--- src/rtl/vld_packer.sv ---
// Packs BeatsPerWord memory beats (beat 0 at LSB) into VRF words and buffers them in a small FIFO.
// Optional overrun check is enabled by defining VLD_PACKER_OVERRUN_CHK_EN.
module vld_packer #(
    parameter int unsigned BeatsPerWord = 2,
    parameter int unsigned BufDepth     = 4,
    parameter type         vrf_data_t   = logic [63:0],
    parameter type         word_cnt_t   = logic [7:0],
    parameter type         insn_id_t    = logic [3:0],
    parameter int unsigned BeatWidth    = $bits(vrf_data_t) / BeatsPerWord
) (
    input  logic                 clk_i,
    input  logic                 rst_ni,
    input  logic                 cmd_valid_i,
    output logic                 cmd_ready_o,
    input  word_cnt_t            cmd_word_cnt_i,
    input  insn_id_t             cmd_insn_id_i,
    input  logic                 mem_rvalid_i,
    output logic                 mem_rready_o,
    input  logic [BeatWidth-1:0] mem_rdata_i,
    output logic                 load_op_valid_o,
    input  logic                 load_op_ready_i,
    output vrf_data_t            load_op_o,
    output logic                 done_o,
    output insn_id_t             done_insn_id_o,
    output logic                 err_o
);

    localparam int unsigned BeatCntW = (BeatsPerWord > 1) ? $clog2(BeatsPerWord) : 1;
    localparam int unsigned PtrW     = (BufDepth > 1) ? $clog2(BufDepth) : 1;
    localparam int unsigned CntW     = $clog2(BufDepth + 1);

    localparam logic [BeatCntW-1:0] LastBeat = BeatCntW'(BeatsPerWord - 1);
    localparam logic [PtrW-1:0]     LastPtr  = PtrW'(BufDepth - 1);
    localparam logic [CntW-1:0]     FullCnt  = CntW'(BufDepth);

    typedef enum logic {
        IDLE,
        PACK
    } state_e;

    state_e               state_q, state_d;
    logic [BeatCntW-1:0]  beat_cnt_q;
    word_cnt_t            words_left_q;
    word_cnt_t            pending_q;
    insn_id_t             id_q;
    vrf_data_t            partial_q;
    vrf_data_t            asm_word;

    vrf_data_t            fifo_mem [BufDepth];
    logic [PtrW-1:0]      wr_ptr_q, rd_ptr_q;
    logic [CntW-1:0]      fifo_cnt_q;

    logic                 cmd_fire;
    logic                 beat_fire;
    logic                 push;
    logic                 pop;
    logic                 fifo_full;

    assign pop             = (fifo_cnt_q != '0) && load_op_ready_i;
    // A full FIFO still admits a beat when a word leaves in the same cycle.
    assign fifo_full       = (fifo_cnt_q == FullCnt) && !pop;
    assign mem_rready_o    = (state_q == PACK) && (words_left_q != '0) && !fifo_full;
    assign beat_fire       = mem_rvalid_i && mem_rready_o;
    assign push            = beat_fire && (beat_cnt_q == LastBeat);
    assign cmd_fire        = cmd_valid_i && cmd_ready_o;

    assign load_op_valid_o = (fifo_cnt_q != '0);
    assign load_op_o       = fifo_mem[rd_ptr_q];
    assign done_insn_id_o  = id_q;

    always_comb begin
        asm_word = partial_q;
        for (int unsigned k = 0; k < BeatsPerWord; k++) begin
            if (beat_cnt_q == BeatCntW'(k)) begin
                asm_word[k*BeatWidth +: BeatWidth] = mem_rdata_i;
            end
        end
    end

    always_comb begin
        state_d     = state_q;
        cmd_ready_o = 1'b0;
        done_o      = 1'b0;
        case (state_q)
            IDLE: begin
                cmd_ready_o = 1'b1;
                if (cmd_valid_i) begin
                    state_d = PACK;
                end
            end
            PACK: begin
                // An empty command completes on its first PACK cycle.
                if ((pending_q == '0) || (pop && (pending_q == word_cnt_t'(1)))) begin
                    done_o  = 1'b1;
                    state_d = IDLE;
                end
            end
            default: state_d = IDLE;
        endcase
    end

    always_ff @(posedge clk_i) begin
        if (!rst_ni) begin
            state_q <= IDLE;
        end else begin
            state_q <= state_d;
        end
    end

    always_ff @(posedge clk_i) begin
        if (!rst_ni) begin
            beat_cnt_q   <= '0;
            words_left_q <= '0;
            pending_q    <= '0;
            id_q         <= '0;
            partial_q    <= '0;
        end else if (cmd_fire) begin
            beat_cnt_q   <= '0;
            words_left_q <= cmd_word_cnt_i;
            pending_q    <= cmd_word_cnt_i;
            id_q         <= cmd_insn_id_i;
            partial_q    <= '0;
        end else begin
            if (beat_fire) begin
                if (push) begin
                    beat_cnt_q   <= '0;
                    partial_q    <= '0;
                    words_left_q <= words_left_q - 1'b1;
                end else begin
                    beat_cnt_q <= beat_cnt_q + 1'b1;
                    partial_q  <= asm_word;
                end
            end
            if (pop) begin
                pending_q <= pending_q - 1'b1;
            end
        end
    end

    always_ff @(posedge clk_i) begin
        if (!rst_ni) begin
            wr_ptr_q   <= '0;
            rd_ptr_q   <= '0;
            fifo_cnt_q <= '0;
        end else begin
            if (push) begin
                wr_ptr_q <= (wr_ptr_q == LastPtr) ? '0 : wr_ptr_q + 1'b1;
            end
            if (pop) begin
                rd_ptr_q <= (rd_ptr_q == LastPtr) ? '0 : rd_ptr_q + 1'b1;
            end
            case ({push, pop})
                2'b10:   fifo_cnt_q <= fifo_cnt_q + 1'b1;
                2'b01:   fifo_cnt_q <= fifo_cnt_q - 1'b1;
                default: fifo_cnt_q <= fifo_cnt_q;
            endcase
        end
    end

    always_ff @(posedge clk_i) begin
        if (push) begin
            fifo_mem[wr_ptr_q] <= asm_word;
        end
    end

`ifdef VLD_PACKER_OVERRUN_CHK_EN
    logic err_q;

    always_ff @(posedge clk_i) begin
        if (!rst_ni) begin
            err_q <= 1'b0;
        end else if (mem_rvalid_i && ((state_q == IDLE) || (words_left_q == '0))) begin
            err_q <= 1'b1;
        end
    end

    assign err_o = err_q;
`else
    assign err_o = 1'b0;
`endif

endmodule
--- config.mk ---
export PLATFORM = sky130hd
export DESIGN_NAME = vld_packer
export DESIGN_NICKNAME = d
export VERILOG_FILES = /design/src/rtl/vld_packer.sv
export SDC_FILE = /design/constraint.sdc
export NUM_CORES = 1
export LEC_CHECK = 0
export CORE_UTILIZATION = 25
export DETAILED_ROUTE_END_ITERATION = 8
export PLACE_DENSITY_LB_ADDON = 0.05
export SLEW_MARGIN = 20
export SYNTH_ARGS = -nofsm -noshare
export SYNTH_HDL_FRONTEND = slang
export SYNTH_SLANG_ARGS = --single-unit
--- constraint.sdc ---
create_clock -name clk_i -period 6.9 [get_ports clk_i]
set_input_delay 1.035 -clock clk_i [delete_from_list [all_inputs] [get_ports clk_i]]
set_output_delay 1.035 -clock clk_i [all_outputs]
set_load 0.02 [all_outputs]
# == After elaboration in Yosys (flattened, before gate mapping) ==
# Memory sizes are Yosys's and may differ from the RTL's. A register that Yosys moved wholly into a read port is not among the register bits.
# Cells that the tools add are included.
# word_totals
out_inout_bits,73
ff_bits,93
n_memories,1
romBits,0
latchBits,0
word_cells,67
inputBits,49
mem_bits_rw,256
# op_classes
div,0
bitwise,2
n_eq_ne,6
mul,0
n_shift,0
addsub,7
magnitude_cmp,0
mux,22
n_reduce_logical,20
# memory_table
name,words,width,read_ports,rd_ports_with_merged_regs,wr,line,text
fifo_mem,4,64,1,1,1,49,vrf_data_t fifo_mem [BufDepth];
# op_table
op,count
32-bit 2-to-1 mux,2
64-bit 2-to-1 mux,1
8-bit 2-to-1 mux,5
"8-bit by 1-bit subtractor with 8-bit output, second input constant",2
"8-bit by 1-bit equality test with 1-bit output, second input constant",1
1-bit logical AND,8
8-bit logical NOT,1
1-bit 2-to-1 mux,8
2-bit 2-to-1 mux,4
2-bit nonzero test,4
8-bit nonzero test,1
"2-bit equality test, second input constant",3
3-bit one-hot mux with 2 select lines,1
"2-bit by 1-bit adder with 2-bit output, second input constant",2
"3-bit by 1-bit adder with 3-bit output, second input constant",1
"3-bit equality test, second input constant",1
3-bit nonzero test,1
"3-bit by 1-bit subtractor with 3-bit output, second input constant",1
"2-bit by 1-bit equality test with 1-bit output, second input constant",1
1-bit logical NOT,2
1-bit NOT,2
1-bit one-hot mux with 2 select lines,1
2-bit AND reduction,1
2-bit OR reduction,1
2 further kinds,2

# == Longest topological paths before layout ==
# Gate-level depths: netlist (run 1).
# depth
ltp_word,11
mapped_depth,12
depth_no_buf,12

# == Worst setup path before layout (run 1) ==
# OpenSTA, ideal clock, no wires.
# synth_path
path_kind,input port to flip-flop
start,input port load_op_ready_i
end,"memory fifo_mem[0][0] (netlist name), enable pin"
cell_stages,4
t_arrival_ns,3.201
required_time_ns,6.471
slack_ns,3.270
cell_sequence,nor4b_2 a211oi_2 clkbuf_1 and3_1
# synth_between
elab_chain_cells,9
# synth_rtl
element,line,text
"start, declared",21,"input logic load_op_ready_i,"
1-bit logical AND,59,assign pop = (fifo_cnt_q != '0) && load_op_ready_i;
1-bit logical NOT,61,assign fifo_full = (fifo_cnt_q == FullCnt) && !pop;
1-bit logical AND,61,
1-bit logical NOT,62,assign mem_rready_o = (state_q == PACK) && (words_left_q != '0) && !fifo_full;
1-bit logical AND,62,
1-bit logical AND,63,assign beat_fire = mem_rvalid_i && mem_rready_o;
1-bit logical AND,64,assign push = beat_fire && (beat_cnt_q == LastBeat);
1-bit 2-to-1 mux,161,if (push) begin
1-bit 2-to-1 mux (implied by the code),162,fifo_mem[wr_ptr_q] <= asm_word;
"end, declared",49,
# No other way between the ends.

==> results.yml, run 1 <==
status:
  status: "finished, final reports clean"
final_layout:
  finalInstanceArea_mm2: 0.0170
  final_common_cell: "edfxtp_1"
  post-route-util_pct: 31.6
  final_nets: 1007
  area_growth_pct: 24.9
  num_antenna_cells: 0
  fill_cells: 5289
  drive_above_1_share_pct: 22.2
  final_cell_mix: "256 x edfxtp_1, 120 x clkdlybuf4s50_1, 92 x dfxtp_1, 64 x mux2_2, 64 x mux4_2"
route:
  drtIter0Drc: 322
  vias: 7328
  viasPerCell: 4.37
  drt_pre_antenna_iters: 5
  drtAntennaViolNets: 0
  route.detailed.drc: 0
  wl_um: 35000
  routedWlPerCell_um: 20.9
synth:
  synth_top_cell_by_area: "edfxtp_1"
  synth_xor_area_share_pct: 0.643
  yosysTopAreaCellShare_pct: 56.4
  synthCells: 821
  ys_warn_count: 0
  synth_area_mm2: 0.0136
  ys_seq_elements: 351
  ys_seq_area_share_pct: 70.4
  synthSimpleGateAreaFrac_pct: 6.51
  synth_compound_area_share_pct: 3.47
  synth_top_family_by_area: "multiplexers"
  avgSynthCellArea_um2: 16.6
  synthTopCellsByArea: "edfxtp_1 56%, dfxtp_1 14%, mux4_2 11%"
  synth_nets: 881
  synthAdderAreaFrac_pct: 1.06
  synthMuxAreaShare_pct: 15.9
  synth_cell_types: 46
global_routing:
  grt_pass1_wl_um: 52200
  grt_usage_pct: 12.8
  overflow: 0
  grt_max_degree: 49
  antenna_found_initial: 1
  first_global_vias: 7833
placement:
  gp_congestion: 0.676
  hpwl_um: 20300
  portBuffers: 120
  dpl_cell_area_mm2: 0.0156
  pre_cts_ws_ns: 2.25
timing:
  period_share_pct: 59.9
  finalSetupTns_ns: 0
  skew_ns: 0.0183
  timing.slew.headroom_pct: 33.2
  period_needed_ns: 4.13
  hold_viol: 0
  hold_slack_ns: 0.452
  slew_violations: 0
  rsz0062_at_grt: "no"
  tightest_slew_ns: 0.998
  setup_viol: 0
  layout_setup_ws_ns: 2.77
  maxClockFrequency_ghz: 0.242
setup_path:
  reg2reg_from: "fifo_cnt_q[0]$_SDFFE_PN0P_"
  reg2regPathDepth: 10
  startpoint_type: "register"
  critPathKind: "register to output port"
  crit_fanout: 25
  r2r-end: "fifo_cnt_q[2]$_SDFFE_PN0P_"
  crit_arrival_ns: 3.10
  cp_data_required_time_ns: 5.86
  r2r_slack_ns: 3.35
  end_kind: "output port"
clock_network:
  cts.htree.levels: 2
  clkLatencyLatePin_ns: 0.55
  root_buffer: "clkbuf_16"
  ctsResizeCount: 0
  cts_buffers: 43
  postCtsSetupBuffers: 0
  clock_sinks: 351
  path_clk_slew_ns: 0.05
  clockBufferDepth: 3
  cts_tree: "yes"
  cts_hold_buf: 0
floorplan:
  die_h_um: 235
  ios: 122
  fp.dieArea_mm2: 0.0555
  num_rows: 85
  start_util_pct: 25.3
  core_area_mm2: 0.0538
  fp.dieW_um: 235
min_path:
  hold_depth: 2
  min_to: "partial_q[14]$_SDFFE_PP0N_"
  hold_start: "partial_q[14]$_SDFFE_PP0N_"
  hp-class: "register to register"
power_and_ir_drop:
  ir_drop_mv: 0.157
  power_leakage_nw: 5.41
  power.density_mw_per_mm2: 279
job:
  drv_cap: 0
==> logic make-up after synthesis <==
| kind of cell | count (synthesis) |
|---|---|
| flops | 351 |
| xor+xnor | 10 |
| mux | 128 |
| simple gates | 170 |
| other cells | 1 |
| fa+ha+maj | 11 |
| compound gates | 83 |
| buf+inv | 67 |
==> per-layer routing <==
layer  track usage (%)  vias up  wire [um]
li1                  -     3426          -
met1              17.3     3706      16100
met2              20.6      147      16700
met3              2.39       47       1340
met4              4.30        2        745
met5                 0        -         13
==> stage by stage <==
step / cells / power [mW]
after CTS: 1677 / 4.84
after global placement: 1598 / 2.59
final: 1677 / 4.75
after detailed placement: 1598 / 2.59
after floorplan: 821 / 2.48
after global routing: 1677 / 4.93
==> worst max-delay path by stage <==
stage,start,endpoint,slack [ns],cells after the start
after floorplan,load_op_ready_i,fifo_mem[0][0]$_DFFE_PP_,3.27,4
after global placement,load_op_ready_i,fifo_cnt_q[2]$_SDFFE_PN0P_,2.30,11
after detailed placement,load_op_ready_i,fifo_cnt_q[2]$_SDFFE_PN0P_,2.25,11
after CTS,register,load_op_o[0],2.61,3
after global routing,register,load_op_o[0],2.52,3
final,register,load_op_o[0],2.77,3
==> worst max-delay path, cell delays in order, from the launching register on <==
cell and delay (ns):
dfxtp_4 0.68, buf_4 0.59, mux4_2 0.65, clkdlybuf4s50_1 0.59
==> final cells by class <==
cell class	instances	area (um2)	area share, %
Clock buffer	66	1290	7.56
Inverter	16	60.1	0.353
Timing Repair Buffer	132	1290	7.59
Tap cell	696	871	5.12
Clock inverter	13	110	0.647
Multi-Input combinational cell	403	3800	22.3
Sequential cell	351	9600	56.4
==> cell usage after synthesis, drive strengths merged <==
cell and number:
a211o 1, a211oi 6, a21oi 54, a31o 1, a31oi 1, a41o 1, and2 32, and3 5
buf 24, clkbuf 27, conb 1, dfxtp 95, edfxtp 256, fa 1, ha 10, inv 16
mux2 64, mux4 64, nand2 48, nand2b 2, nand3 37, nand3b 1, nand4 7, nand4b 1
nor2 16, nor2b 1, nor3 9, nor3b 1, nor4 3, nor4b 2, o211ai 2, o21ai 13
o22ai 1, o311a 2, o31ai 1, or3 3, or4 1, or4b 1, xnor2 3, xor2 7
==> power breakdown <==
group	switching (mW)	internal, mW	total, mW
combinational	0.138	0.0982	0.236
sequential	0.0205	2.28	2.30
clock	0.859	1.35	2.21
==> state kept, by name, summed over array words and instances, names as in the netlist, named ones only <==
register,count
done_insn_id_o,4
wr_ptr_q,2
fifo_cnt_q,3
rd_ptr_q,2
fifo_mem,256
state_q,1
partial_q,64
beat_cnt_q,1
words_left_q,8
pending_q,8
Power figures use the tool's default switching activity.
==> run 2, diff against run 1 <==
clock period = 3.8 ns   (was 6.9 ns; I/O delays follow)
==> run 2 against run 1 <==
Global-route usage rose by 0.30 points. First-iteration DRC count grew 5.3%. Non-clock buffer count increased by 12.
==> results.yml, run 2 (same netlist as run 1, synthesis figures left out) <==
setup_path:
  cp_data_required_time_ns: 3.23
  reg2regPathDepth: 12
  crit_arrival_ns: 2.80
  critPathKind: "register to output port"
  crit_fanout: 18
  max_stage_delay_ns: 0.62
  reg2reg_from: "words_left_q[0]$_SDFFE_PN0P_"
  cp-endpoint: "load_op_o[52]"
  end_kind: "output port"
  cp_slowest_cell: "dfxtp_4"
  r2r-end: "fifo_cnt_q[2]$_SDFFE_PN0P_"
  path_cells: "buf_4, mux4_2, clkdlybuf4s50_1"
  startpoint_type: "register"
  r2r_slack_ns: 1.05
global_routing:
  grt_usage_pct: 13.1
  first_global_vias: 7965
  grt_max_degree: 64
  overflow: 0
  grt_pass1_wl_um: 53600
  antenna_found_initial: 1
final_layout:
  drive_above_1_share_pct: 23.5
  final_common_cell: "edfxtp_1"
  final_nets: 1019
  largest_register: "fifo_mem"
  largestRegisters: "fifo_mem x256, partial_q x64"
  finalNonFillerCells: 1689
  post-route-util_pct: 32.0
  area_growth_pct: 26.5
  final_cell_mix: "256 x edfxtp_1, 120 x clkdlybuf4s50_1, 92 x dfxtp_1, 64 x mux2_2, 64 x mux4_2"
  num_antenna_cells: 0
  finalInstanceArea_mm2: 0.0172
  largest_register_ffs: 256
clock_network:
  cts.htree.levels: 2
  cts_tree: "yes"
  path_clk_slew_ns: 0.06
  postCtsSetupBuffers: 0
  clkLatencyLatePin_ns: 0.56
  clockBufferDepth: 3
  ctsResizeCount: 0
  clock_sinks: 351
  root_buffer: "clkbuf_16"
  cts_buffers: 43
  cts_hold_buf: 0
status:
  status: "finished, final reports clean"
floorplan:
  fp.dieArea_mm2: 0.0555
  fp.dieW_um: 235
  ios: 122
  num_rows: 85
  die_h_um: 235
  core_area_mm2: 0.0538
  start_util_pct: 25.3
route:
  drtAntennaViolNets: 0
  vias: 7474
  route.detailed.drc: 0
  viasPerCell: 4.43
  drt_pre_antenna_iters: 4
  wl_um: 35500
  routedWlPerCell_um: 21.0
  drtIter0Drc: 339
timing:
  setup_viol: 0
  period_share_pct: 88.8
  rsz0062_at_grt: "no"
  period_needed_ns: 3.37
  finalSetupTns_ns: 0
  slew_violations: 0
  maxClockFrequency_ghz: 0.297
  timing.slew.headroom_pct: 55.5
  hold_viol: 0
  tightest_slew_ns: 0.665
  skew_ns: 0.0126
min_path:
  hp-class: "register to register"
  hold_depth: 2
placement:
  dpl_cell_area_mm2: 0.0158
  portBuffers: 120
  dp.cells: 1610
  hpwl_um: 20900
  gp_congestion: 0.698
power_and_ir_drop:
  power_leakage_nw: 5.49
  netSwitchingPower_mw: 1.89
  power.density_mw_per_mm2: 504
  seq_power_share_pct: 48.0
  ir_drop_mv: 0.294
  p_comb_share_pct: 5.1
  clock_power_share_pct: 46.8
  p_sw_share_pct: 21.8
  p_int_mw: 6.79
job:
  drv_cap: 0
==> run 2: cell count changes in the layout (fill, tap and decap cells not counted), sizes merged <==
cell	previous run	this run
buf	12	24
bufinv	2	4
clkbuf	66	58
clkinv	11	13
clkinvlp	0	3
inv	16	17
==> run 2: area by class of cell <==
type,count,area (um2)
timing repair buffer,144,1510
clock inverter,21,215
clock buffer,58,1180
inverter,16,60.1
tap,696,871
sequential,351,9600
multi-input combinational,403,3800
fill,5272,36600
==> run 2: critical path, delay by kind of cell, from the launching register on <==
kind / cells / cell delay (ns)
buffers and inverters: 2 / 1.00
DFF: 1 / 0.62
muxes: 1 / 0.60
==> run 2: per-stage QoR <==
step	power (mW)	hold WS [ns]	setup slack, ns
floorplan	4.49	0.426	0.486
global route	9.02	0.462	0.225
global placement	4.71	0.438	0.484
finish	8.68	0.449	0.427
detailed placement	4.71	0.441	0.472
CTS	8.86	0.453	0.308
==> run 2: power groups by stage <==
stage / combinational, mW / sequential, mW / clock (mW)
final: 0.447 / 4.17 / 4.06
after global routing: 0.494 / 4.17 / 4.35
after CTS: 0.461 / 4.17 / 4.22
after detailed placement: 0.459 / 4.25 / 0
after global placement: 0.462 / 4.25 / 0
after floorplan: 0.253 / 4.24 / 0
==> run 2: metal layers <==
| metal | vias up | wire [um] | track usage [%] |
|---|---|---|---|
| met2 | 140 | 17000 | 21.4 |
| li1 | 3446 | - | - |
| met3 | 60 | 1530 | 2.99 |
| met1 | 3826 | 16100 | 17.3 |
| met5 | - | 12 | 0 |
| met4 | 2 | 856 | 4.02 |
==> run 2: how the worst min path moves through the flow <==
stage | startpoint | end | slack, ns
CTS | partial_q[18]$_SDFFE_PP0N_ | partial_q[18]$_SDFFE_PP0N_ | 0.45
floorplan | partial_q[32]$_SDFFE_PP0N_ | partial_q[32]$_SDFFE_PP0N_ | 0.43
global placement | partial_q[55]$_SDFFE_PP0N_ | partial_q[55]$_SDFFE_PP0N_ | 0.44
global route | partial_q[30]$_SDFFE_PP0N_ | partial_q[30]$_SDFFE_PP0N_ | 0.46
finish | partial_q[24]$_SDFFE_PP0N_ | partial_q[24]$_SDFFE_PP0N_ | 0.45
detailed placement | partial_q[46]$_SDFFE_PP0N_ | partial_q[46]$_SDFFE_PP0N_ | 0.44
==> run 3, diff against run 2 <==
CAP_MARGIN = 25   (was default)
CTS_CLUSTER_DIAMETER = 30   (was default)
==> run 3 against run 2 <==
Cell count up 6.2%. Register-to-register slack barely moved. Total power rose by 51%. Non-clock buffer count unchanged. Clock power increased by 110%. Clock skew increased by 0.0045 ns. Sequential cell count did not move. Core utilization increased by 3.9 points. First-iteration DRC count increased by 12%. Maximum frequency is 1.2% lower. Critical endpoint is now load_op_o[12]. Largest cell class unchanged.
==> results.yml, run 3 (same netlist as run 1, synthesis figures left out) <==
status:
  status: "finished, final reports clean"
timing:
  hold_viol: 0
  tightest_slew_ns: 0.704
  timing.slew.headroom_pct: 53.0
  period_needed_ns: 3.41
  setup_viol: 0
  rsz0062_at_grt: "no"
  period_share_pct: 89.8
  slew_violations: 0
  maxClockFrequency_ghz: 0.293
  skew_ns: 0.0171
  layout_setup_ws_ns: 0.388
  finalSetupTns_ns: 0
  hold_slack_ns: 0.445
route:
  drtAntennaViolNets: 0
  drt_pre_antenna_iters: 4
  route.detailed.drc: 0
  drtIter0Drc: 379
  wl_um: 36600
  vias: 7814
  routedWlPerCell_um: 20.4
  viasPerCell: 4.36
power_and_ir_drop:
  netSwitchingPower_mw: 2.63
  p_comb_share_pct: 3.4
  ir_drop_mv: 0.345
  clock_power_share_pct: 64.7
  p_total_mw: 13.2
  p_int_mw: 10.5
  power_leakage_nw: 6.52
  seq_power_share_pct: 31.9
  p_sw_share_pct: 20.0
  power.density_mw_per_mm2: 681
clock_network:
  clockBufferDepth: 3
  cts.htree.levels: 3
  clkLatencyLatePin_ns: 0.61
  path_clk_slew_ns: 0.04
  cts_buffers: 97
  ctsResizeCount: 0
  postCtsSetupBuffers: 0
  cts_hold_buf: 0
  clock_sinks: 351
  root_buffer: "clkbuf_16"
  cts_tree: "yes"
setup_path:
  cp_data_required_time_ns: 3.23
  startpoint_type: "register"
  critPathKind: "register to output port"
  path_cells: "buf_4, mux4_2, clkdlybuf4s50_1"
  max_stage_delay_ns: 0.61
  crit_fanout: 18
  cp_slowest_cell: "dfxtp_4"
  reg2regPathDepth: 12
  crit_arrival_ns: 2.84
  end_kind: "output port"
global_routing:
  antenna_found_initial: 1
  overflow: 0
  first_global_vias: 8604
  grt_usage_pct: 13.5
  grt_max_degree: 64
  grt_pass1_wl_um: 55100
final_layout:
  largestRegisters: "fifo_mem x256, partial_q x64"
  finalNonFillerCells: 1793
  final_nets: 1073
  post-route-util_pct: 35.9
  largest_register: "fifo_mem"
  finalInstanceArea_mm2: 0.0193
  num_antenna_cells: 0
  largest_register_ffs: 256
  final_cell_mix: "256 x edfxtp_1, 120 x clkdlybuf4s50_1, 98 x clkbuf_16, 92 x dfxtp_1"
  area_growth_pct: 41.7
  final_common_cell: "edfxtp_1"
  drive_above_1_share_pct: 29.4
job:
  drv_cap: 0
placement:
  gp_congestion: 0.698
  portBuffers: 120
  dpl_cell_area_mm2: 0.0158
  dp.cells: 1610
  hpwl_um: 20900
  pre_cts_ws_ns: 0.472
floorplan:
  fp.dieArea_mm2: 0.0555
  ios: 122
  die_h_um: 235
  fp.dieW_um: 235
  core_area_mm2: 0.0538
  num_rows: 85
  start_util_pct: 25.3
min_path:
  hp-class: "register to register"
  hold_depth: 2
-- run 3: layout make-up --
type / instances / area [um2]
clock buffers: 129 / 2680
repair buffers: 144 / 1510
clock inverters: 54 / 793
flip-flops and latches: 351 / 9600
multi-input cells: 403 / 3800
well taps: 696 / 871
inverters: 16 / 60.1
fillers: 5134 / 34500
-- run 3: worst max-delay path, delay by kind of cell (launching register included) --
kind / cells / cell delay [ns]
buf+inv: 2 / 1.01
flops: 1 / 0.61
mux: 1 / 0.60
-- run 3: power by group through the flow --
stage	sequential, mW	clock (mW)	combinational [mW]
detailed placement	4.25	0	0.459
global placement	4.25	0	0.462
finish	4.19	8.51	0.449
CTS	4.19	8.68	0.462
floorplan	4.24	0	0.253
global route	4.19	8.89	0.495
-- run 3: final timing paths --
path / endpoint / slack [ns] / start
setup / recovery: load_op_o[12] / 0.39 / register
hold / removal: partial_q[24]$_SDFFE_PP0N_ / 0.45 / partial_q[24]$_SDFFE_PP0N_
setup reg to reg: fifo_cnt_q[2]$_SDFFE_PN0P_ / 1.05 / words_left_q[0]$_SDFFE_PN0P_
hold reg to reg: partial_q[24]$_SDFFE_PP0N_ / 0.45 / partial_q[24]$_SDFFE_PP0N_
-- run 3: routing by layer --
metal | up-vias | wire [um] | GRT usage, %
met2 | 178 | 17700 | 21.9
met1 | 3970 | 16500 | 17.1
li1 | 3601 | - | -
met4 | 2 | 816 | 5.74
met3 | 63 | 1580 | 3.41
met5 | - | 8 | 0
